### src/rtl/voice_mixer.sv
// Sequential multi-voice mixer: per-voice gain MAC, master volume scale, output fit.
// Optional build macro VOICE_MIXER_SATURATE_EN clamps the output instead of wrapping.
module voice_mixer #(
    parameter int NUM_VOICES  = 4,
    parameter int DATA_BITS   = 12,
    parameter int GAIN_BITS   = 4,
    parameter int OUTPUT_BITS = 12
) (
    input  logic                                main_clk,
    input  logic                                rst,
    input  logic                                sample_tick,
    input  logic [NUM_VOICES*DATA_BITS-1:0]     voice_data,
    input  logic [NUM_VOICES*GAIN_BITS-1:0]     voice_gain,
    input  logic [7:0]                          master_vol,
    output logic signed [OUTPUT_BITS-1:0]       dout,
    output logic                                dout_valid,
    output logic                                busy,
    output logic                                clip,
    output logic                                overrun
);

    localparam int IDX_W  = (NUM_VOICES > 1) ? $clog2(NUM_VOICES) : 1;
    localparam int PROD_W = DATA_BITS + GAIN_BITS + 1;
    localparam int ACC_W  = DATA_BITS + GAIN_BITS + 1 + $clog2(NUM_VOICES);
    localparam int FULL_W = ACC_W + 9;
    localparam int SHIFT  = GAIN_BITS + 8;

    localparam logic [IDX_W-1:0]         LAST_IDX = IDX_W'(NUM_VOICES - 1);
    localparam logic signed [FULL_W-1:0] OUT_MAX  = FULL_W'((64'sd1 <<< (OUTPUT_BITS - 1)) - 64'sd1);
    localparam logic signed [FULL_W-1:0] OUT_MIN  = ~OUT_MAX;

    typedef enum logic [1:0] {IDLE, ACCUM, SCALE, OUT} state_t;

    state_t                          state_q, state_d;
    logic [IDX_W-1:0]                idx_q, idx_d;
    logic signed [ACC_W-1:0]         acc_q, acc_d;
    logic signed [OUTPUT_BITS-1:0]   dout_q, dout_d;
    logic                            valid_q, valid_d;
    logic                            clip_q, clip_d;
    logic                            overrun_q, overrun_d;
    logic                            load;

    logic [NUM_VOICES*DATA_BITS-1:0] data_q;
    logic [NUM_VOICES*GAIN_BITS-1:0] gain_q;
    logic [7:0]                      vol_q;
    logic signed [FULL_W-1:0]        res_q;

    logic signed [DATA_BITS-1:0]     cur_voice;
    logic [GAIN_BITS-1:0]            cur_gain;
    logic signed [PROD_W-1:0]        prod;
    logic signed [FULL_W-1:0]        full;
    logic signed [FULL_W-1:0]        scaled;

    function automatic logic out_of_range(input logic signed [FULL_W-1:0] r);
        return (r > OUT_MAX) || (r < OUT_MIN);
    endfunction

    function automatic logic signed [OUTPUT_BITS-1:0] fit_output(input logic signed [FULL_W-1:0] r);
`ifdef VOICE_MIXER_SATURATE_EN
        if (r > OUT_MAX)
            return OUT_MAX[OUTPUT_BITS-1:0];
        else if (r < OUT_MIN)
            return OUT_MIN[OUTPUT_BITS-1:0];
        else
            return r[OUTPUT_BITS-1:0];
`else
        return r[OUTPUT_BITS-1:0];
`endif
    endfunction

    assign busy       = (state_q != IDLE) || valid_q;
    assign dout       = dout_q;
    assign dout_valid = valid_q;
    assign clip       = clip_q;
    assign overrun    = overrun_q;

    // Accumulate stage: pick the snapshotted voice/gain addressed by idx
    always_comb begin
        cur_voice = '0;
        cur_gain  = '0;
        for (int i = 0; i < NUM_VOICES; i++) begin
            if (idx_q == IDX_W'(i)) begin
                cur_voice = data_q[i*DATA_BITS +: DATA_BITS];
                cur_gain  = gain_q[i*GAIN_BITS +: GAIN_BITS];
            end
        end
    end

    assign prod   = PROD_W'(cur_voice) * PROD_W'($signed({1'b0, cur_gain}));

    // Scale stage: master volume then floor shift back to sample scale
    assign full   = FULL_W'(acc_q) * FULL_W'($signed({1'b0, vol_q}));
    assign scaled = full >>> SHIFT;

    always_comb begin
        state_d   = state_q;
        idx_d     = idx_q;
        acc_d     = acc_q;
        dout_d    = dout_q;
        valid_d   = 1'b0;
        clip_d    = clip_q;
        overrun_d = sample_tick && busy;
        load      = 1'b0;
        case (state_q)
            IDLE: begin
                if (sample_tick && !busy) begin
                    load    = 1'b1;
                    acc_d   = '0;
                    idx_d   = '0;
                    state_d = ACCUM;
                end
            end
            ACCUM: begin
                acc_d = acc_q + ACC_W'(prod);
                idx_d = idx_q + IDX_W'(1);
                if (idx_q == LAST_IDX)
                    state_d = SCALE;
            end
            SCALE: begin
                state_d = OUT;
            end
            OUT: begin
                dout_d  = fit_output(res_q);
                clip_d  = out_of_range(res_q);
                valid_d = 1'b1;
                state_d = IDLE;
            end
            default: begin
                state_d = IDLE;
            end
        endcase
    end

    always_ff @(posedge main_clk or negedge rst) begin
        if (!rst) begin
            state_q   <= IDLE;
            idx_q     <= '0;
            acc_q     <= '0;
            dout_q    <= '0;
            valid_q   <= 1'b0;
            clip_q    <= 1'b0;
            overrun_q <= 1'b0;
        end else begin
            state_q   <= state_d;
            idx_q     <= idx_d;
            acc_q     <= acc_d;
            dout_q    <= dout_d;
            valid_q   <= valid_d;
            clip_q    <= clip_d;
            overrun_q <= overrun_d;
        end
    end

    // Snapshot and scaled result are pure data; only meaningful once control says so
    always_ff @(posedge main_clk) begin
        if (load) begin
            data_q <= voice_data;
            gain_q <= voice_gain;
            vol_q  <= master_vol;
        end
        if (state_q == SCALE)
            res_q <= scaled;
    end

endmodule

### config.mk
export PLATFORM = sky130hd
export DESIGN_NAME = voice_mixer
export DESIGN_NICKNAME = d
export VERILOG_FILES = /design/src/rtl/voice_mixer.sv
export SDC_FILE = /design/constraint.sdc
export NUM_CORES = 1
export LEC_CHECK = 0
export ABC_CLOCK_PERIOD_IN_PS = 6800
export CAP_MARGIN = 25
export CORE_MARGIN = 3
export CORE_UTILIZATION = 58
export CTS_BUF_LIST = sky130_fd_sc_hd__clkbuf_8
export CTS_CLUSTER_DIAMETER = 200
export DETAILED_ROUTE_END_ITERATION = 10
export PLACE_DENSITY = 0.87
export SYNTH_ARGS = -nofsm -noshare
export SYNTH_HDL_FRONTEND = slang
export SYNTH_SLANG_ARGS = --single-unit
### constraint.sdc
create_clock -name main_clk -period 6.8 [get_ports main_clk]
set_input_delay 1.7 -clock main_clk [delete_from_list [all_inputs] [get_ports main_clk]]
set_output_delay 1.7 -clock main_clk [all_outputs]
set_load 0.02 [all_outputs]
## After elaboration in Yosys (flattened, before gate mapping)

Index checks and enable logic that the tools add are counted.

- Add/subtract/negate cells: 2
- Multipliers: 2
- Div/mod/pow operators: 0
- $lt $le $gt $ge: 2
- Eq/ne operators: 8
- Shift-type cells: 0
- Multiplexer cells: 18
- Bitwise operators: 0
- Reductions and logical operators: 11

Operators with widths:

| operator | number |
|---|---|
| 2-to-1 mux 12 bit | 4 |
| case mux 19 bit (2 select lines) | 1 |
| multiplier 19 x 9 -> 28 bit | 1 |
| adder 19 x 17 -> 19 bit | 1 |
| 2-to-1 mux 19 bit | 1 |
| multiplier 12 x 5 -> 17 bit | 1 |
| > comparator 16 x 12 -> 1 bit (second input constant) | 1 |
| < comparator 16 x 12 -> 1 bit (second input constant) | 1 |
| 2-to-1 mux 4 bit | 4 |
| equality test 2 bit (second input constant) | 4 |
| case mux 2 bit (4 select lines) | 1 |
| 2-to-1 mux 2 bit | 3 |
| equality test 2 x 1 -> 1 bit (second input constant) | 2 |
| logical NOT 2 bit | 2 |
| inequality test 2 bit (second input constant) | 2 |
| case mux 2 bit (2 select lines) | 1 |
| AND reduction 2 bit | 2 |
| nonzero test 2 bit | 2 |
| 2-to-1 mux 1 bit | 3 |
| adder 2 x 1 -> 2 bit (second input constant) | 1 |
| logical AND 1 bit | 2 |
| logical OR 1 bit | 2 |
| logical NOT 1 bit | 1 |

- Register bits after elaboration: 126
- Bits in latches: 0
- Bits in writable memories: 0
- Bits in read-only memories: 0
- Input port bits: 75
- Word-level logic and storage cells: 54
- Memories: 0

## Logic depth before layout (Yosys ltp)

Gate-level depths: netlist (run 1).

- Word-level depth: 8
- Depth in mapped cells: 25
- Depth with buffers taken out: 23

## Worst setup path after synthesis (run 1)

OpenSTA, ideal clock, no wires.

- Kind: flip-flop to flip-flop
- From: register idx_q[0]
- To: register acc_q[18]
- Arrival: 5,290 ps
- Slack: 1,423 ps
- Cell stages (with the launch flop): 25
- Period minus slack after synthesis: 5,377 ps
- Cell sequence: dfrtp_1 -> ha_1 -> clkbuf_1 -> nor2b_1 -> buf_2 -> a22oi_1 -> nor2_1 -> a21oi_1 -> nor2_1 -> a21oi_1 -> or2_2 -> fa_1 -> inv_1 -> fa_1 -> inv_1 -> fa_1 -> inv_1 -> ha_1 -> a21o_1 -> a21o_1 -> a21o_2 -> a311o_1 -> nand3_1 -> or4b_1 -> o211ai_1

- Cells in the longest elaborated chain, start to end: 8
- Elaborated cells between the ends (all ways): 15
- Those cells by class: add/sub: 1; mul: 1; eq/ne: 3; mux: 9; reduce/logical: 1

RTL lines:

| element | line | source |
|---|---|---|
| start, declared | 35 | `logic [IDX_W-1:0] idx_q, idx_d;` |
| start signal, assigned | 145 | `idx_q <= idx_d;` |
| logical NOT 2 bit | 82 | `if (idx_q == IDX_W'(i)) begin` |
| 2-to-1 mux 12 bit or 2-to-1 mux 4 bit (tied branches) (4 in a row) | 82 |  |
| multiplier 12 x 5 -> 17 bit * | 89 | `assign prod = PROD_W'(cur_voice) * PROD_W'($signed({1'b0, cur_gain}));` |
| adder 19 x 17 -> 19 bit * | 114 | `acc_d = acc_q + ACC_W'(prod);` |
| case mux 19 bit (2 select lines) * | 104 | `case (state_q)` |
| end signal, assigned | 138 | `acc_q <= '0;` |
| end signal, assigned | 146 | `acc_q <= acc_d;` |
| end, declared | 36 | `logic signed [ACC_W-1:0] acc_q, acc_d;` |

Every way passes the cells marked *; elsewhere a longest branch is shown, timed or not.
A chain may end at the register's enable or synchronous reset.

## Worst setup path in the final report (run 1)

- From: register idx_q[1]
- To: register acc_q[18]

The elaborated chain is that of the path after synthesis.

==> impl_metrics.ini, run 1 <==
[setup_path]
critPathLaunchType = flop
startpoint = idx_q[1]
cp.required_ns = 7.18
crit_type = flop to flop
endpoint_kind = flop
worstPathMaxFanout = 18
worstPathArrival_ns = 6.37
reg2reg_from = idx_q[1]

[clock_network]
clockRootBuffer = clkbuf_8
clock_path_buffers = 2
cts_setup_buffers = 0
cts_num_sinks = 126
insertion_delay_ns = 0.46
path_clk_slew_ns = 0.10
ctsHoldBuffers = 0
cts_resized = 0
numCtsBuffers = 17
cts_tree = yes
h-tree-depth = 4

[finish]
nets = 1611
n_fill_cell = 1489
multi_input_area_sq_um = 7640
area_growth_pct = 12.3
final_common_cell = inv_1
final_cell_mix = 226 x inv_1, 163 x fa_1, 102 x nand2_1
n_antenna_cell = 0
fin_area_sq_um = 13800
regArea_sq_um = 3590
final_layout_size_suffix_gt1_share_pct = 6.45

[synth]
synth_flop_cell = edfxtp_1
synthMuxAreaShare_pct = 1.10
synth_xor_area_share_pct = 2.64
synth_top_family_by_area = adder cells
syn_area_sq_um = 12300
synth-simple-area-share_pct = 12.3
synthArstFlopShare_pct = 30.2
ys_seq_elements = 126
yosysUniqueCellTypes = 59
synth_compound_area_share_pct = 9.56
synth_edf_count = 88
ys_seq_area_share_pct = 29.2
synthCells = 1204
netlist.area_leader.share_pct = 26.5
synth_warnings = 0
netlist.top_cell.by_area = fa_1
syn_avg_cell_area_sq_um = 10.2
synth_area_leaders = fa_1 27%, edfxtp_1 21%, ha_1 10%
synth_nets = 1541
synthAdderAreaFrac_pct = 36.6

[detailed_routing]
antenna_left = 0
drt-total-wl_um = 24400
dr.pass1.iters = 5
routedWlPerCell_um = 15.6
num_vias = 8430
routed_via_density = 5.41
drc = 0
first_iter_violations = 537

[floorplanning]
rows = 52
fp.coreArea_sq_um = 20600
io_pins = 91
initial_core_util_pct = 59.8
die_w_um = 152
die_h_um = 152
dieArea_sq_um = 23000

[sta]
skew_ns = 0.0216
fin_crit_sh_pct = 88.2
fin_crit_ns = 6.00
slew_violations = 0
max_slew_margin_pct = 39.0
setup-violations-final = 0
hold_viol = 0
hold_ws_ns = 0.478
rsz0062_at_grt = false
tns_ns = 0
tightest_slew_ns = 0.916
fmax_mhz = 167

[grt]
antenna_found_initial = 1
grt_pass1_vias = 8951
grt_max_degree = 54
track_usage_pct = 22.7
overflow = 0
grt_pass1_wl_um = 41500

[min_path]
min_from = res_q[3]
min_path_type = flop to flop

[placement]
place.gp.congestion = 0.871
dpl.hpwl_um = 19200
port_buffers = 90
postPlaceCellArea_sq_um = 13400

[outcome]
status = completed

[run]
cap_violations = 0
through the flow:
stage                     cells  util, %  setup slack [ns]
after floorplan            1204        -              1.42
after global placement     1524     65.1             0.975
after CTS                  1556     67.1             0.781
after detailed placement   1524     65.1             0.853
final                      1557     67.2             0.802
after global routing       1557     67.2             0.425
kinds of logic after synthesis:
kind of cell | after synthesis
AO/OA/AOI/OAI | 179
XOR/XNOR | 37
adder cells (fa/ha/maj) | 262
buffers and inverters | 275
flip-flops | 126
multiplexers | 12
AND/OR/NAND/NOR | 313
cell usage after synthesis (21+ instances only):
library cell,instances
o21ai_0,28
clkbuf_1,36
nor2_1,85
edfxtp_1,88
dfrtp_1,38
inv_1,227
nand2_1,102
and2_1,83
xnor2_1,21
ha_1,99
a21oi_1,67
fa_1,163
routing by layer:
metal | GRT usage [%] | share of wire (%)
met4 | 7.19 | 1.8
met2 | 40.4 | 51
met3 | 3.87 | 4.9
met5 | 0 | 0.029
met1 | 28.4 | 42
path summary, 6_finish.rpt:
kind                       slack, ns  depth (start not counted)        end
setup / recovery                0.80                         25  acc_q[18]
hold / removal                  0.48                          1    dout[3]
hold reg to reg                 0.48                          1    dout[3]
min in group asynchronous       1.37                          1    dout[9]
setup reg to reg                0.80                         25  acc_q[18]
max in group asynchronous       4.86                          1   acc_q[4]
cell type report:
class / instances / area share [%]
Multi-Input combinational cell: 803 / 55.3
Sequential cell: 126 / 26.0
Timing Repair Buffer: 99 / 7.10
Inverter: 227 / 6.17
Tap cell: 270 / 2.45
Clock buffer: 17 / 1.69
Clock inverter: 15 / 1.23
critical path, cell delays in order, from the launching register on:
cell and delay (ns):
dfrtp_1 0.41, inv_1 0.08, ha_1 0.42, nor2b_1 0.24
buf_4 0.24, a22oi_1 0.09, nor2_1 0.12, a21oi_1 0.05
nor2_1 0.09, a21oi_1 0.05, buf_4 0.19, or2_2 0.40
fa_1 0.52, inv_1 0.05, fa_1 0.47, inv_1 0.05
fa_1 0.53, inv_1 0.04, ha_1 0.33, a21o_1 0.17
a21o_1 0.18, a21o_2 0.21, a311o_1 0.35, nand3_1 0.09
or4b_1 0.43, o211ai_1 0.09
flip-flops by register name (all words and copies together), names as in the netlist:
signal      cells
idx_q           2
state_q         2
gain_q         16
data_q         48
vol_q           8
acc_q          19
dout           12
dout_valid      1
clip            1
res_q          16
overrun         1
Power of run 1 is left out: the tool's default activity adds up to more than one toggle a clock period on the data nets, which glitch-free logic cannot reach.
==> run 2: changes to the inputs <==
Settings changed: ABC_CLOCK_PERIOD_IN_PS 6800 to 5500, CORE_UTILIZATION 58 to 56, PLACE_DENSITY 0.87 to 0.88.
Clock period 6.8 ns to 5.5 ns, I/O delays scaled along.
==> impl_metrics.ini, run 2 (synthesis results as in run 1) <==
[outcome]
status = completed

[finish]
n_fill_cell = 1521
fin_area_sq_um = 14100
reg_top3 = data_q (48), acc_q (19)
largest_reg_flops = 48
regArea_sq_um = 3590
final_layout_size_suffix_gt1_share_pct = 9.57
top_register = data_q
final_common_cell = inv_1
stdcell_count = 1592
n_antenna_cell = 0
final_cell_mix = 226 x inv_1, 163 x fa_1, 102 x nand2_1
area_growth_pct = 15.0
multi_input_area_sq_um = 7710
nets = 1641

[detailed_routing]
antenna_left = 0
routedWlPerCell_um = 16.2
dr.pass1.iters = 5
drt-total-wl_um = 25800
routed_via_density = 5.47
num_vias = 8709
first_iter_violations = 715
drc = 0

[grt]
grt_pass1_vias = 9464
top_usage_layer = met2
antenna_found_initial = 0
grt_pass1_wl_um = 43600
use_met2_pct = 40.8
track_usage_pct = 22.4
grt.met3_usage_pct = 3.97
overflow = 0
grt_util_met1_pct = 27.0
grt_max_degree = 42

[floorplanning]
io_pins = 91
dieArea_sq_um = 23800
initial_core_util_pct = 57.8
die_h_um = 154
die_w_um = 154
fp.coreArea_sq_um = 21300
rows = 53

[setup_path]
crit_type = flop to flop
worstPathMaxFanout = 13
worstPathArrival_ns = 5.66
cp.required_ns = 5.88
endpoint_kind = flop
critPathLaunchType = flop

[clock_network]
numCtsBuffers = 17
clockRootBuffer = clkbuf_8
cts_num_sinks = 126
cts_tree = yes
insertion_delay_ns = 0.46
path_clk_slew_ns = 0.09
ctsHoldBuffers = 0
clock_path_buffers = 2
h-tree-depth = 4

[placement]
postPlaceCellArea_sq_um = 13600
dpl.cell_count = 1554
port_buffers = 90
dpl.hpwl_um = 20300
place.gp.congestion = 0.897

[sta]
fin_crit_ns = 5.28
slew_violations = 0
fmax_mhz = 189
tns_ns = 0
setup-violations-final = 0
max_slew_margin_pct = 39.0
tightest_slew_ns = 0.915
fin_crit_sh_pct = 96.1
hold_viol = 0
rsz0062_at_grt = true
skew_ns = 0.0169

[run]
cap_violations = 0

[min_path]
min_path_type = flop to flop
==> run 2: cell count changes in the layout (fill, tap and decap cells not counted), moves of 2 or more <==
cell and delta:
a21oi_1 -8, buf_4 +27, buf_6 +3, clkinvlp_4 -2, clkinv_8 +4, nor2b_1 -2, inv_8 -2, a21oi_2 +8
ha_1 -2
==> run 2: final cells by class <==
class,count,area share (%)
tap,275,2.43
inverter,227,6.02
sequential,126,25.4
clock inverter,15,1.40
clock buffer,17,1.65
timing repair buffer,129,8.57
multi-input combinational,803,54.5
==> run 2: what timing repair did <==
action                                  CTS  global route
setup buffers                             0             6
resized for setup                         0            19
endpoints found under the setup margin    0             6
==> run 2: critical path, cell delays in order, from the launching register on <==
cell and delay, ns:
dfrtp_1 0.41, inv_1 0.10, ha_2 0.21, buf_6 0.13, buf_12 0.14, a22oi_1 0.20, nor2_1 0.07, a21oi_1 0.15
nor2_1 0.08, a21oi_2 0.19, nor2_1 0.09, fa_1 0.48, inv_1 0.05, fa_1 0.46, fa_1 0.54, inv_1 0.04
ha_1 0.31, nor2b_2 0.20, o31ai_4 0.28, a21boi_4 0.10, a311o_1 0.35, nand3_1 0.09, or4b_1 0.43, o211ai_1 0.09
==> run 2: metal layers <==
layer | share of wire, % | vias up | routed length, um
li1 | - | 4036 | -
met1 | 40 | 4306 | 10400
met2 | 52 | 307 | 13500
met3 | 5.0 | 60 | 1290
met4 | 2.4 | 0 | 624
met5 | 0 | - | 0
==> run 2: worst paths after layout <==
kind                           from  depth (start not counted)  slack [ns]         to
max in group asynchronous       rst                          1        3.84   idx_q[0]
max                        idx_q[1]                         23        0.22  acc_q[18]
max reg2reg                idx_q[1]                         23        0.22  acc_q[18]
min in group asynchronous       rst                          1        1.05  acc_q[13]
min reg2reg                res_q[3]                          1        0.48    dout[3]
min                        res_q[3]                          1        0.48    dout[3]
==> run 2: through the flow <==
stage	setup slack [ns]	util [%]	hold slack, ns
floorplan	0.123	-	0.454
global placement	0.271	63.8	0.456
detailed placement	0.123	63.8	0.464
CTS	0.0506	65.8	0.486
global route	-0.0749	66.4	0.492
finish	0.217	66.4	0.484
Power of run 2 is left out for the same reason.
==> run 3: changes to the inputs <==
Settings changed: ABC_CLOCK_PERIOD_IN_PS 5500 to 4550, CORE_ASPECT_RATIO set to 0.5.
Clock period 5.5 ns to 4.55 ns, I/O delays scaled along.
==> impl_metrics.ini, run 3 (synthesis results as in run 1) <==
[finish]
final_layout_size_suffix_gt1_share_pct = 29.0
area_growth_pct = 32.1
n_fill_cell = 1071
final_cell_mix = 205 x inv_1, 162 x buf_4, 153 x fa_1
final_common_cell = inv_1
nets = 1802
top_register = data_q
reg_top3 = data_q (48), acc_q (19)
largest_reg_flops = 48
n_antenna_cell = 0

[run]
cap_violations = 0

[clock_network]
insertion_delay_ns = 0.48
clock_path_buffers = 2
numCtsBuffers = 17
cts_num_sinks = 126
h-tree-depth = 4
path_clk_slew_ns = 0.08
cts_tree = yes
clockRootBuffer = clkbuf_8

[setup_path]
rrSetupSlack_ns = -1.00
cp.required_ns = 4.94
worstPathMaxFanout = 5
path_cells = inv_2, ha_4, nor2b_4, buf_6, a22oi_2, nor2_2, a21oi_2, nor2_4, buf_6, a21oi_4, nor2_1, fa_1, fa_1, inv_1, fa_1, inv_1, ha_4, o211ai_2, a21boi_2, a21boi_2, a311o_1, a21oi_1, or4b_1, o211ai_1
crit_path_frequent_cell = fa_1
crit_path_max_incr_delay_ns = 0.56
crit_type = flop to flop
endpoint_kind = flop
worstPathArrival_ns = 5.95
cpMaxStageDelayCell = fa_1
critPathLaunchType = flop

[floorplanning]
die_h_um = 111
initial_core_util_pct = 58.4
io_pins = 91
dieArea_sq_um = 23900
die_w_um = 216
rows = 37
fp.coreArea_sq_um = 21100

[detailed_routing]
antenna_left = 0
routedWlPerCell_um = 22.0
num_vias = 10600
first_iter_violations = 1188
routed_via_density = 5.97
drt-total-wl_um = 39000
drc = 0
dr.pass1.iters = 5

[grt]
track_usage_pct = 29.0
grt_pass1_wl_um = 54900
antenna_found_initial = 2
grt_max_degree = 71
overflow = 0
grt_pass1_vias = 10900

[outcome]
violations = negative setup slack
status = complete, but fails checks

[sta]
setup_ws_ns = -1.00
fin_crit_sh_pct = 122
rsz0062_at_grt = true
skew_ns = 0.0183
max_slew_margin_pct = 43.3
hold_viol = 0
hold_ws_ns = 0.480
tns_ns = -12.69
tightest_slew_ns = 0.851
setup-violations-final = 28
fmax_mhz = 180
fin_crit_ns = 5.55
slew_violations = 0

[placement]
place.gp.congestion = 0.908
port_buffers = 90
dpl.hpwl_um = 23200

[min_path]
min_path_type = flop to flop
==> run 3: worst max-delay path: cells and delay by family (launching register included) <==
family / cells / cell delay, ns
adders and majority gates: 5 / 2.04
AOI/OAI and AO/OA: 9 / 1.58
and+or+nand+nor: 5 / 0.87
buffers and inverters: 5 / 0.55
DFF: 1 / 0.42
==> run 3: final timing paths <==
kind	end	depth (start not counted)	startpoint
setup / recovery	acc_q[18]	24	idx_q[1]
hold / removal	dout[6]	1	res_q[6]
setup reg to reg	acc_q[18]	24	idx_q[1]
max in group asynchronous	dout[7]	2	rst
min in group asynchronous	state_q[0]	2	rst
hold reg to reg	dout[6]	1	res_q[6]
==> run 3: cell type report <==
type	instances	area, sq um	share of cell area (%)
Clock buffer	17	234	1.44
Clock inverter	15	83.8	0.516
Inverter	227	852	5.25
Multi-Input combinational cell	805	8510	52.4
Sequential cell	126	3600	22.2
Tap cell	292	365	2.25
Timing Repair Buffer	288	2590	16.0
==> run 3: timing repair <==
| item | 4_1_cts | 5_1_grt |
|---|---|---|
| hold buffers | 0 | 0 |
| gates resized for setup | 90 | 116 |
| setup endpoints to repair | 26 | 31 |
| pin swaps | 62 | 86 |
| gates cloned | 4 | 1 |
| setup buffers | 24 | 34 |
==> run 3: per-layer routing <==
layer  share of wire (%)  GRT usage, %
met1                  35          35.0
met2                  47          49.8
met3                 9.7          6.05
met4                 7.8          14.3
met5               0.028             0
==> run 3: through the flow <==
stage	instances	instance area, sq um	util, %	setup slack, ns
finish	1770	16200	77.1	-1.00
global route	1770	16200	77.1	-1.16
CTS	1739	15600	74.0	-0.594
detailed placement	1681	14700	69.7	-0.661
global placement	1681	14700	69.7	-0.422
floorplan	1204	12600	-	-0.409
Power of run 3 is left out for the same reason.
